## config.mk

```make
export PLATFORM = sky130hd
export DESIGN_NAME = rc5_key_sched_ctrl_flat
export DESIGN_NICKNAME = d
export VERILOG_FILES = /design/src/rtl/rc5_key_sched_ctrl_if.sv /design/src/rtl/rc5_key_sched_ctrl.sv /design/src/flat_wrapper.sv
export SDC_FILE = /design/constraint.sdc
export NUM_CORES = 1
export LEC_CHECK = 0
export ABC_AREA = 1
export BUFFER_PORTS_ARGS = -buffer_cell sky130_fd_sc_hd__buf_2
export CAP_MARGIN = 20
export CORE_ASPECT_RATIO = 1.1
export CORE_MARGIN = 2
export CORE_UTILIZATION = 25
export DETAILED_ROUTE_END_ITERATION = 8
export PLACE_DENSITY = 0.41
export SLEW_MARGIN = 20
export SYNTH_ARGS = -nofsm -noshare
export SYNTH_HDL_FRONTEND = slang
export SYNTH_SLANG_ARGS = --single-unit
```

## constraint.sdc

```tcl
create_clock -name clk -period 9.7 [get_ports clk]
set_clock_uncertainty 0.2 [all_clocks]
set_input_delay 2.91 -clock clk [delete_from_list [all_inputs] [get_ports clk]]
set_output_delay 2.91 -clock clk [all_outputs]
set_load 0.01 [all_outputs]
```

## src/rtl/rc5_key_sched_ctrl_if.sv

```systemverilog
// Bundle between the RC5 key-schedule sequencer and its environment:
// cipher-control handshake, L-conversion handshake, and the S/L RAM ports.
interface rc5_key_sched_ctrl_if #(
  parameter int W = 32,
  parameter int T = 26,
  parameter int C = 4
);
  localparam int T_LEN = $clog2(T);
  localparam int C_LEN = $clog2(C);

  logic             start;
  logic             busy;
  logic             done;
  logic             lop_start;
  logic             lop_done;
  logic [T_LEN-1:0] s_addr;
  logic [W-1:0]     s_wdata;
  logic             s_we;
  logic [W-1:0]     s_rdata;
  logic [C_LEN-1:0] l_addr;
  logic [W-1:0]     l_wdata;
  logic             l_we;
  logic [W-1:0]     l_rdata;

  // Sequencer side.
  modport master (
    input  start, lop_done, s_rdata, l_rdata,
    output busy, done, lop_start, s_addr, s_wdata, s_we, l_addr, l_wdata, l_we
  );

  // Cipher control, L-conversion unit and RAMs.
  modport slave (
    output start, lop_done, s_rdata, l_rdata,
    input  busy, done, lop_start, s_addr, s_wdata, s_we, l_addr, l_wdata, l_we
  );
endinterface

```

## src/rtl/rc5_key_sched_ctrl.sv

```systemverilog
// RC5 key-expansion sequencer: triggers the external key-to-L conversion,
// fills S with the P/Q progression, then runs the 3*max(T,C) mixing loop
// over the S and L RAMs (A/B mixing with data-dependent rotates).
module rc5_key_sched_ctrl #(
  parameter int           W = 32,
  parameter int           T = 26,
  parameter int           C = 4,
  parameter logic [W-1:0] P = 32'hB7E15163,
  parameter logic [W-1:0] Q = 32'h9E3779B9
) (
  input logic                clk,
  input logic                rst,
  rc5_key_sched_ctrl_if.master bus
);

  localparam int N      = 3 * ((T > C) ? T : C);
  localparam int T_LEN  = $clog2(T);
  localparam int C_LEN  = $clog2(C);
  localparam int K_LEN  = $clog2(N);
  localparam int SH_LEN = $clog2(W);

  localparam logic [T_LEN-1:0]  T_LAST = T_LEN'(T - 1);
  localparam logic [C_LEN-1:0]  C_LAST = C_LEN'(C - 1);
  localparam logic [K_LEN-1:0]  K_LAST = K_LEN'(N - 1);
  localparam logic [SH_LEN-1:0] ROT_A  = SH_LEN'(3);

  typedef enum logic [2:0] {
    IDLE   = 3'd0,
    LOAD_L = 3'd1,
    INIT_S = 3'd2,
    MIX_RD = 3'd3,
    MIX_S  = 3'd4,
    MIX_L  = 3'd5,
    DONE   = 3'd6
  } state_t;

  // Rotate left; only the low log2(W) bits of the amount matter.
  function automatic logic [W-1:0] rotl(input logic [W-1:0] x, input logic [SH_LEN-1:0] amt);
    logic [2*W-1:0] d;
    d = {x, x} << amt;
    return d[2*W-1:W];
  endfunction

  state_t           state_r, next_state_s;
  logic [T_LEN-1:0] i_r, i_s;
  logic [C_LEN-1:0] j_r, j_s;
  logic [K_LEN-1:0] k_r, k_s;
  logic [W-1:0]     a_r, a_s;
  logic [W-1:0]     b_r, b_s;
  logic [W-1:0]     lj_r, lj_s;
  logic [W-1:0]     acc_r, acc_s;
  logic             done_r, done_s;

  logic             busy_r, busy_s;
  logic             lop_start_r, lop_start_s;
  logic             s_we_r, s_we_s;
  logic             l_we_r, l_we_s;
  logic [T_LEN-1:0] s_addr_r, s_addr_s;
  logic [C_LEN-1:0] l_addr_r, l_addr_s;

  logic [W-1:0]     ab_sum_s;
  logic [W-1:0]     a_new_s;
  logic [W-1:0]     b_new_s;
  logic [W-1:0]     s_wdata_s;
  logic [W-1:0]     l_wdata_s;

  // Mixing datapath. In MIX_L, a_r already holds the freshly written A.
  always_comb begin
    ab_sum_s = a_r + b_r;
    a_new_s  = rotl(bus.s_rdata + ab_sum_s, ROT_A);
    b_new_s  = rotl(lj_r + ab_sum_s, ab_sum_s[SH_LEN-1:0]);
  end

  // Next-state and next-register values.
  always_comb begin
    next_state_s = state_r;
    i_s          = i_r;
    j_s          = j_r;
    k_s          = k_r;
    a_s          = a_r;
    b_s          = b_r;
    lj_s         = lj_r;
    acc_s        = acc_r;
    done_s       = done_r;
    lop_start_s  = 1'b0;
    case (state_r)
      IDLE: begin
        i_s = '0;
        j_s = '0;
        k_s = '0;
        a_s = '0;
        b_s = '0;
        if (bus.start) begin
          next_state_s = LOAD_L;
          done_s       = 1'b0;
          lop_start_s  = 1'b1;
        end else begin
          next_state_s = IDLE;
        end
      end
      LOAD_L: begin
        if (bus.lop_done) begin
          next_state_s = INIT_S;
          acc_s        = P;
          i_s          = '0;
        end else begin
          next_state_s = LOAD_L;
        end
      end
      INIT_S: begin
        acc_s = acc_r + Q;
        if (i_r == T_LAST) begin
          i_s          = '0;
          next_state_s = MIX_RD;
        end else begin
          i_s          = i_r + T_LEN'(1);
          next_state_s = INIT_S;
        end
      end
      MIX_RD: begin
        next_state_s = MIX_S;
      end
      MIX_S: begin
        a_s          = a_new_s;
        lj_s         = bus.l_rdata;
        next_state_s = MIX_L;
      end
      MIX_L: begin
        b_s = b_new_s;
        i_s = (i_r == T_LAST) ? '0 : i_r + T_LEN'(1);
        j_s = (j_r == C_LAST) ? '0 : j_r + C_LEN'(1);
        k_s = k_r + K_LEN'(1);
        if (k_r == K_LAST) begin
          next_state_s = DONE;
          done_s       = 1'b1;
        end else begin
          next_state_s = MIX_RD;
        end
      end
      DONE: begin
        next_state_s = IDLE;
      end
      default: begin
        next_state_s = IDLE;
      end
    endcase
  end

  // Port controls for the state being entered, so the registered outputs line up with it.
  always_comb begin
    busy_s   = 1'b0;
    s_we_s   = 1'b0;
    l_we_s   = 1'b0;
    s_addr_s = '0;
    l_addr_s = '0;
    case (next_state_s)
      LOAD_L: begin
        busy_s = 1'b1;
      end
      INIT_S: begin
        busy_s   = 1'b1;
        s_we_s   = 1'b1;
        s_addr_s = i_s;
      end
      MIX_RD: begin
        busy_s   = 1'b1;
        s_addr_s = i_s;
        l_addr_s = j_s;
      end
      MIX_S: begin
        busy_s   = 1'b1;
        s_we_s   = 1'b1;
        s_addr_s = i_s;
        l_addr_s = j_s;
      end
      MIX_L: begin
        busy_s   = 1'b1;
        l_we_s   = 1'b1;
        l_addr_s = j_s;
      end
      default: begin
        busy_s = 1'b0;
      end
    endcase
  end

  // Write data: INIT_S streams the accumulator, the mix states drive the fresh A'/B'.
  always_comb begin
    s_wdata_s = '0;
    l_wdata_s = '0;
    case (state_r)
      INIT_S:  s_wdata_s = acc_r;
      MIX_S:   s_wdata_s = a_new_s;
      MIX_L:   l_wdata_s = b_new_s;
      default: s_wdata_s = '0;
    endcase
  end

  // State and datapath registers.
  always_ff @(posedge clk or negedge rst) begin
    if (!rst) begin
      state_r <= IDLE;
      i_r     <= '0;
      j_r     <= '0;
      k_r     <= '0;
      a_r     <= '0;
      b_r     <= '0;
      lj_r    <= '0;
      acc_r   <= '0;
      done_r  <= 1'b0;
    end else begin
      state_r <= next_state_s;
      i_r     <= i_s;
      j_r     <= j_s;
      k_r     <= k_s;
      a_r     <= a_s;
      b_r     <= b_s;
      lj_r    <= lj_s;
      acc_r   <= acc_s;
      done_r  <= done_s;
    end
  end

  // Registered handshake, enables and addresses.
  always_ff @(posedge clk or negedge rst) begin
    if (!rst) begin
      busy_r      <= 1'b0;
      lop_start_r <= 1'b0;
      s_we_r      <= 1'b0;
      l_we_r      <= 1'b0;
      s_addr_r    <= '0;
      l_addr_r    <= '0;
    end else begin
      busy_r      <= busy_s;
      lop_start_r <= lop_start_s;
      s_we_r      <= s_we_s;
      l_we_r      <= l_we_s;
      s_addr_r    <= s_addr_s;
      l_addr_r    <= l_addr_s;
    end
  end

  assign bus.busy      = busy_r;
  assign bus.done      = done_r;
  assign bus.lop_start = lop_start_r;
  assign bus.s_we      = s_we_r;
  assign bus.s_addr    = s_addr_r;
  assign bus.s_wdata   = s_wdata_s;
  assign bus.l_we      = l_we_r;
  assign bus.l_addr    = l_addr_r;
  assign bus.l_wdata   = l_wdata_s;

endmodule

```

## src/flat_wrapper.sv

```systemverilog
// flat-port wrapper written by rule: the top's interface ports become plain ports
module rc5_key_sched_ctrl_flat 
#(
  parameter int           W = 32,
  parameter int           T = 26,
  parameter int           C = 4,
  parameter logic [W-1:0] P = 32'hB7E15163,
  parameter logic [W-1:0] Q = 32'h9E3779B9
)
  (clk, rst, bus_start, bus_lop_done, bus_s_rdata, bus_l_rdata, bus_busy, bus_done, bus_lop_start, bus_s_addr, bus_s_wdata, bus_s_we, bus_l_addr, bus_l_wdata, bus_l_we);
  rc5_key_sched_ctrl_if #(.W(W), .T(T), .C(C)) bus_i ();
  input logic clk;
  input logic rst;
  input wire logic [$bits(bus_i.start)-1:0] bus_start;
  input wire logic [$bits(bus_i.lop_done)-1:0] bus_lop_done;
  input wire logic [$bits(bus_i.s_rdata)-1:0] bus_s_rdata;
  input wire logic [$bits(bus_i.l_rdata)-1:0] bus_l_rdata;
  output wire logic [$bits(bus_i.busy)-1:0] bus_busy;
  output wire logic [$bits(bus_i.done)-1:0] bus_done;
  output wire logic [$bits(bus_i.lop_start)-1:0] bus_lop_start;
  output wire logic [$bits(bus_i.s_addr)-1:0] bus_s_addr;
  output wire logic [$bits(bus_i.s_wdata)-1:0] bus_s_wdata;
  output wire logic [$bits(bus_i.s_we)-1:0] bus_s_we;
  output wire logic [$bits(bus_i.l_addr)-1:0] bus_l_addr;
  output wire logic [$bits(bus_i.l_wdata)-1:0] bus_l_wdata;
  output wire logic [$bits(bus_i.l_we)-1:0] bus_l_we;
  assign bus_i.start = bus_start;
  assign bus_i.lop_done = bus_lop_done;
  assign bus_i.s_rdata = bus_s_rdata;
  assign bus_i.l_rdata = bus_l_rdata;
  assign bus_busy = bus_i.busy;
  assign bus_done = bus_i.done;
  assign bus_lop_start = bus_i.lop_start;
  assign bus_s_addr = bus_i.s_addr;
  assign bus_s_wdata = bus_i.s_wdata;
  assign bus_s_we = bus_i.s_we;
  assign bus_l_addr = bus_i.l_addr;
  assign bus_l_wdata = bus_i.l_wdata;
  assign bus_l_we = bus_i.l_we;
  rc5_key_sched_ctrl #(.W(W), .T(T), .C(C), .P(P), .Q(Q)) u_core (.clk(clk), .rst(rst), .bus(bus_i));
endmodule
```

==> qor.txt, run 1 <==
Status -> completed
Crit path launch -> u_core.b_r[0]$_DFFE_PN0N_
Crit path launch type -> register
TritonCTS clock tree -> yes
Tot GR Track Use -> 20.3%
Placeable Area -> 54,700 sq um
Syn. warnings -> 0
Initial antenna violation count -> 0
Async SR Flop Fraction -> 100%
DR vias -> 14,779
Initial Util -> 25.3%
First DRT Iteration DRCs -> 1,099
First-pass GRT wire length -> 87,400 microns
Area leader, netlist -> dfrtp_1
Worst-Margin Slew -> 1.09 ns
Slowest Stage Delay on Critical Path -> 0.42 ns
Die Span X -> 228 microns
Post-CTS setup buffers -> 0
Layout Area Growth over Synthesis -> 15.9%
First-pass DRT Iterations -> 5
Layout cells sized above 1 -> 10.1%
Via-per-instance ratio -> 4.91
Unrepaired setup endpoints after global routing -> false
Final hold vios -> 0
Mean routed wirelength per cell -> 19.3 microns
Final Max Tran Viols -> 0
EDFF count, synth -> 0
Crit path time final -> 9.25 ns
Post-Synthesis Cells -> 2,141
Nets -> 2,434
Root buf cell -> clkbuf_16
I/O pins -> 144
Tcrit/Tclk final -> 95.4%
Worst-skew pair later-pin latency -> 0.50 ns
R2R depth -> 27
Cell Area, Synth -> 13,800 sq um
Hpwl dp -> 47,400 microns
PostCTS Resize Cnt -> 0
R2R Setup Slk -> 3.86 ns
Worst R2R End -> u_core.b_r[28]$_DFFE_PN0N_
Maxcap violations -> 0
Setup Viol. Count Final -> 0
CP required -> 6.59 ns
Clk slew on worst S/H paths -> 0.07 ns
Fmax -> 108 MHz
Clock Path Buffers -> 2
Hold-fix buffers, CTS -> 0
Diodes inserted -> 0
Vias in the first global route -> 14,453
Worst hold path type -> register to register
Worst Setup End Kind -> output pin
# DRC -> 0
Core Rows -> 90
GRT overflow -> 0
Critical path arrival -> 6.14 ns
Synth Net Count -> 2,313
# port buffers -> 143
Setup TNS Final -> 0 ns
Ranking of synthesized cells by area -> dfrtp_1 28%, nand2_1 16%, nand3_1 13%
Seq cells post-synth -> 157
RR Startpoint -> u_core.b_r[0]$_DFFE_PN0N_
Seq/Total Area, Yosys -> 28.4%
Slowest stage cell, crit path -> fa_1
Rel. slew slack -> 27.4%
CP Capture Point -> bus_l_wdata[28]
DIE AREA -> 57,200 sq um
Routed wire length -> 58,200 microns
Most common cell on crit path -> nand2_1
GPL Wtd Cong -> 0.915
Yosys top cell area share -> 28.4%
Crit path max fanout -> 6
Mean post-synth cell area -> 6.45 sq um
H-tree Lvls -> 4
Antenna Nets Post-Route -> 0
Utilization after layout -> 29.3%
Die Y -> 251 microns
Main synth FF type -> dfrtp_1
Setup CP Type -> register to output pin
Sink Count -> 157
Pin count of the biggest net entering global routing -> 101
Yosys cell types -> 50
CTS Buf Count -> 17
==> layer usage <==
metal | up-vias | part of all wire [%] | track usage, %
met4 | 0 | 2.4 | 6.13
met2 | 328 | 48 | 34.9
met3 | 63 | 3.2 | 2.85
met1 | 7049 | 47 | 26.4
li1 | 7339 | - | -
met5 | - | 0 | 0
==> how the worst min path moves through the flow <==
stage / from / endpoint / slack, ns / cells past startpoint
global route: u_core.b_r[25]$_DFFE_PN0N_ / u_core.b_r[25]$_DFFE_PN0N_ / 0.31 / 2
global placement: u_core.b_r[25]$_DFFE_PN0N_ / u_core.b_r[25]$_DFFE_PN0N_ / 0.27 / 2
CTS: u_core.lj_r[28]$_DFFE_PN0P_ / u_core.lj_r[28]$_DFFE_PN0P_ / 0.29 / 2
finish: u_core.lj_r[28]$_DFFE_PN0P_ / u_core.lj_r[28]$_DFFE_PN0P_ / 0.28 / 2
detailed placement: u_core.lj_r[28]$_DFFE_PN0P_ / u_core.lj_r[28]$_DFFE_PN0P_ / 0.27 / 2
floorplan: u_core.lj_r[30]$_DFFE_PN0P_ / u_core.lj_r[30]$_DFFE_PN0P_ / 0.25 / 2
==> placed cells by master (no fill, tap or decap), types with 3 or more instances in the layout <==
cell and n:
inv_2 10, bufinv_16 3, o21ai_0 122, inv_6 6, a31oi_1 13, nor4_1 7, o21a_1 9, nand3b_1 9
nand3_1 358, fa_1 3, or2_1 6, inv_8 3, o22ai_1 11, a21oi_1 121, nand4_1 16, xor2_1 30
o21ai_2 3, clkbuf_16 17, nor3_1 17, mux2i_1 4, dfrtp_1 157, buf_4 18, o211ai_1 14, o21ai_1 15
o21bai_1 7, buf_2 142, nor2_1 125, a211oi_1 3, inv_1 251, or2_2 11, ha_1 101, nand2_2 4
nand2_1 598, o31ai_1 3, a21o_1 9, xnor2_1 12, clkinv_1 10
==> area by class of cell <==
class | instances | area (sq um)
fillers | 6294 | 38700
well taps | 736 | 921
clock inverters | 15 | 196
flip-flops and latches | 157 | 3930
clock buffers | 17 | 425
inverters | 271 | 1020
multi-input cells | 1654 | 8670
repair buffers | 161 | 860
==> through the flow <==
stage / instance area, sq um / hold WS, ns / instances / setup slack [ns]
2_1_floorplan: 13800 / 0.246 / 2141 / 1.62
3_3_place_gp: 15400 / 0.272 / 2979 / 0.423
3_5_place_dp: 15400 / 0.271 / 2979 / 0.423
4_1_cts: 16000 / 0.289 / 3011 / 0.406
5_1_grt: 16000 / 0.310 / 3011 / 0.0538
6_report: 16000 / 0.283 / 3011 / 0.445
==> registers in the layout (all words and copies together) (netlist names), 2 cells and up <==
signal	flops
u_core.b_r	32
u_core.k_r	7
u_core.bus.l_addr	2
u_core.a_r	32
u_core.bus.s_addr	5
u_core.acc_r	32
u_core.state_r	3
u_core.lj_r	32
u_core.j_r	2
u_core.i_r	5
==> cells by family (layout without fill, tap and decap cells) <==
family                   Yosys count  in the layout  share of synthesized area (%)
flip-flops                       157            157                           28.4
XOR/XNOR                          44             44                           2.79
multiplexers                       4              4                          0.290
AO/OA/AOI/OAI                    342            342                           13.9
buffers and inverters            330            464                           8.99
AND/OR/NAND/NOR                 1160           1160                           36.1
adder cells (fa/ha/maj)          104            104                           9.58
==> critical path: cells and delay by family, from the launching register on <==
family | cells | cell delay, ns
buffers and inverters | 2 | 0.24
XOR/XNOR | 1 | 0.42
AND/OR/NAND/NOR | 15 | 2.01
AO/OA/AOI/OAI | 7 | 1.50
flip-flops | 1 | 0.38
adder cells (fa/ha/maj) | 3 | 1.06
==> synthesized netlist by cell type, types with 2 or more instances <==
master      n
nor2_1    127
o22ai_1    11
nand3_1   358
and2_1      2
inv_2      10
and3_1      2
o21ai_2     3
a211oi_1    3
o21bai_1    7
dfrtp_1   157
nor3_1     17
nand4_1    16
mux2i_1     4
clkinv_1   10
buf_1       9
o31ai_1     3
o21a_1      9
ha_1      101
o21ai_1    15
nor4_1      7
fa_1        3
nand2_1   598
a21boi_1    2
nand2_2     4
inv_1     251
nand3b_1    9
a21o_1      9
or2_2      11
xnor2_1    12
a31oi_1    13
a21oi_1   121
or2_1       6
buf_2       3
xor2_1     32
o211ai_1   14
o21ai_0   122
clkbuf_1   47
Power of run 1 is not shown: default switching activity piles up to over one toggle a cycle in this logic, so the estimate is an artifact.
==> run 2: changes to the inputs <==
BUFFER_PORTS_ARGS = default   (was -buffer_cell sky130_fd_sc_hd__buf_2)
DONT_BUFFER_PORTS = 1   (was default)
GPL_TIMING_DRIVEN = 0   (was default)
PLACE_DENSITY = 0.42   (was 0.41)
==> qor.txt, run 2 (synthesized netlist as in run 1, its figures left out) <==
Status -> completed
Layout fillers -> 6,204 (-1.4%)
Initial antenna violation count -> 2 (+2)
Met1 Resource Use GR -> 26.5% (about the same)
Commonest non-fill, non-tap cell in the layout -> nand2_1
Setup TNS Final -> 0 ns (unchanged)
Critical path arrival -> 6.10 ns (-0.04 ns)
Most frequent cells in the layout -> 598 x nand2_1, 358 x nand3_1, 251 x inv_1
Worst hold path type -> register to register
Die Span X -> 228 microns (unchanged)
Placeable Area -> 54,700 sq um (unchanged)
Fmax -> 109 MHz (+0.44%)
GRT overflow -> 0 (unchanged)
Pin count of the biggest net entering global routing -> 158 (+56%)
Worst-skew pair later-pin latency -> 0.50 ns (about the same)
Setup CP Type -> register to output pin
Root buf cell -> clkbuf_16
Crit path time final -> 9.21 ns (-0.0404 ns)
Antenna Nets Post-Route -> 0 (unchanged)
Die Y -> 251 microns (unchanged)
Nets -> 2,333 (-4.1%)
CTS Buf Count -> 17 (unchanged)
Final Max Tran Viols -> 0 (unchanged)
Mean routed wirelength per cell -> 20.8 microns (+7.8%)
Most common cell on crit path -> nand3_1
Via-per-instance ratio -> 4.96 (+1.0%)
Crit path max fanout -> 6 (unchanged)
Clock Path Buffers -> 2 (unchanged)
TritonCTS clock tree -> yes
Vias in the first global route -> 14,313 (-0.97%)
First-pass DRT Iterations -> 5 (unchanged)
Hpwl dp -> 50,700 microns (+7.0%)
Tcrit/Tclk final -> 95.0% (-0.42 points)
Maxcap violations -> 0 (unchanged)
Post-CTS setup buffers -> 0 (unchanged)
GPL Wtd Cong -> 0.935 (+2.2%)
Setup Viol. Count Final -> 0 (unchanged)
DR vias -> 14,429 (-2.4%)
Sink Count -> 157 (unchanged)
Met2 usage -> 36.4% (+1.6 points)
I/O pins -> 144 (unchanged)
DIE AREA -> 57,200 sq um (unchanged)
Diodes inserted -> 0 (unchanged)
Initial Util -> 25.3% (unchanged)
H-tree Lvls -> 4 (unchanged)
Worst-Margin Slew -> 1.11 ns (+0.0188 ns)
Layout cells sized above 1 -> 3.17% (-6.9 points)
Routed wire length -> 60,600 microns (+4.1%)
Rel. slew slack -> 26.3% (-1.2 points)
Slowest stage cell, crit path -> xor2_1
Slowest Stage Delay on Critical Path -> 0.51 ns (+0.09 ns)
Met3 GRT Util -> 3.93% (+1.1 points)
Layout Area Growth over Synthesis -> 11.2%
# port buffers -> 0 (-100%)
First-pass GRT wire length -> 90,600 microns (+3.7%)
Worst Setup End Kind -> output pin
Clk slew on worst S/H paths -> 0.07 ns (about the same)
# DRC -> 0 (unchanged)
Final hold vios -> 0 (unchanged)
First DRT Iteration DRCs -> 1,070 (-2.6%)
Busiest grt layer -> met2
CP required -> 6.59 ns (about the same)
Unrepaired setup endpoints after global routing -> false
Crit path launch type -> register
Core Rows -> 90 (unchanged)
Tot GR Track Use -> 21.3% (+0.95 points)
## run 2: final timing paths
| kind | start | to | slack, ns | cells past startpoint |
|---|---|---|---|---|
| worst min register to register | u_core.a_r[10]$_DFFE_PN0P_ | u_core.a_r[10]$_DFFE_PN0P_ | 0.29 | 2 |
| min in group asynchronous | rst | u_core.bus.s_addr[1]$_DFF_PN0_ | 1.89 | 0 |
| worst max-delay path | u_core.b_r[0]$_DFFE_PN0N_ | bus_l_wdata[29] | 0.49 | 28 |
| worst min-delay path | u_core.a_r[10]$_DFFE_PN0P_ | u_core.a_r[10]$_DFFE_PN0P_ | 0.29 | 2 |
| max in group asynchronous | rst | u_core.lj_r[4]$_DFFE_PN0P_ | 6.95 | 0 |
| worst max register to register | u_core.b_r[0]$_DFFE_PN0N_ | u_core.b_r[29]$_DFFE_PN0N_ | 3.93 | 29 |
## run 2: stage by stage
stage / instances / util (%) / hold WS [ns] / setup slack (ns) / area (sq um)
final: 2910 / 28.1 / 0.294 / 0.486 / 15400
after detailed placement: 2877 / 26.9 / 0.273 / 0.728 / 14700
after CTS: 2909 / 28.0 / 0.297 / 0.431 / 15300
after global placement: 2877 / 26.9 / 0.275 / 0.675 / 14700
after global routing: 2910 / 28.1 / 0.319 / 0.0300 / 15400
after floorplan: 2141 / - / 0.246 / 1.62 / 13800
## run 2: cell type report
cell class	instances	area, sq um	area share (%)
inverter	271	1020	6.62
buffer	59	225	1.47
multi-input combinational	1654	8660	56.3
tap	736	921	5.99
clock inverter	15	184	1.20
timing repair buffer	1	11.3	0.0733
clock buffer	17	425	2.77
sequential	157	3930	25.6
## run 2: metal layers
metal	share of wire (%)	routed length, microns
met1	45	27000
met2	48	29000
met3	4.1	2490
met4	3.6	2160
met5	0	0
## run 2: worst max-delay path, delay by kind of cell (launching register included)
family | cells | cell delay [ns]
AOI/OAI and AO/OA | 8 | 1.53
xor gates and xnor gates | 1 | 0.51
adders and majority gates | 3 | 1.08
buffers and inverters | 3 | 0.37
DFF | 1 | 0.39
and+or+nand+nor | 13 | 1.71
## run 2: what timing repair did
item                                    in CTS  in global routing
hold endpoints to repair                     0                  0
endpoints found under the setup margin       0                  1
hold buffers                                 0                  0
resized for setup                            0                  1
Power of run 2 is left out for the same reason.
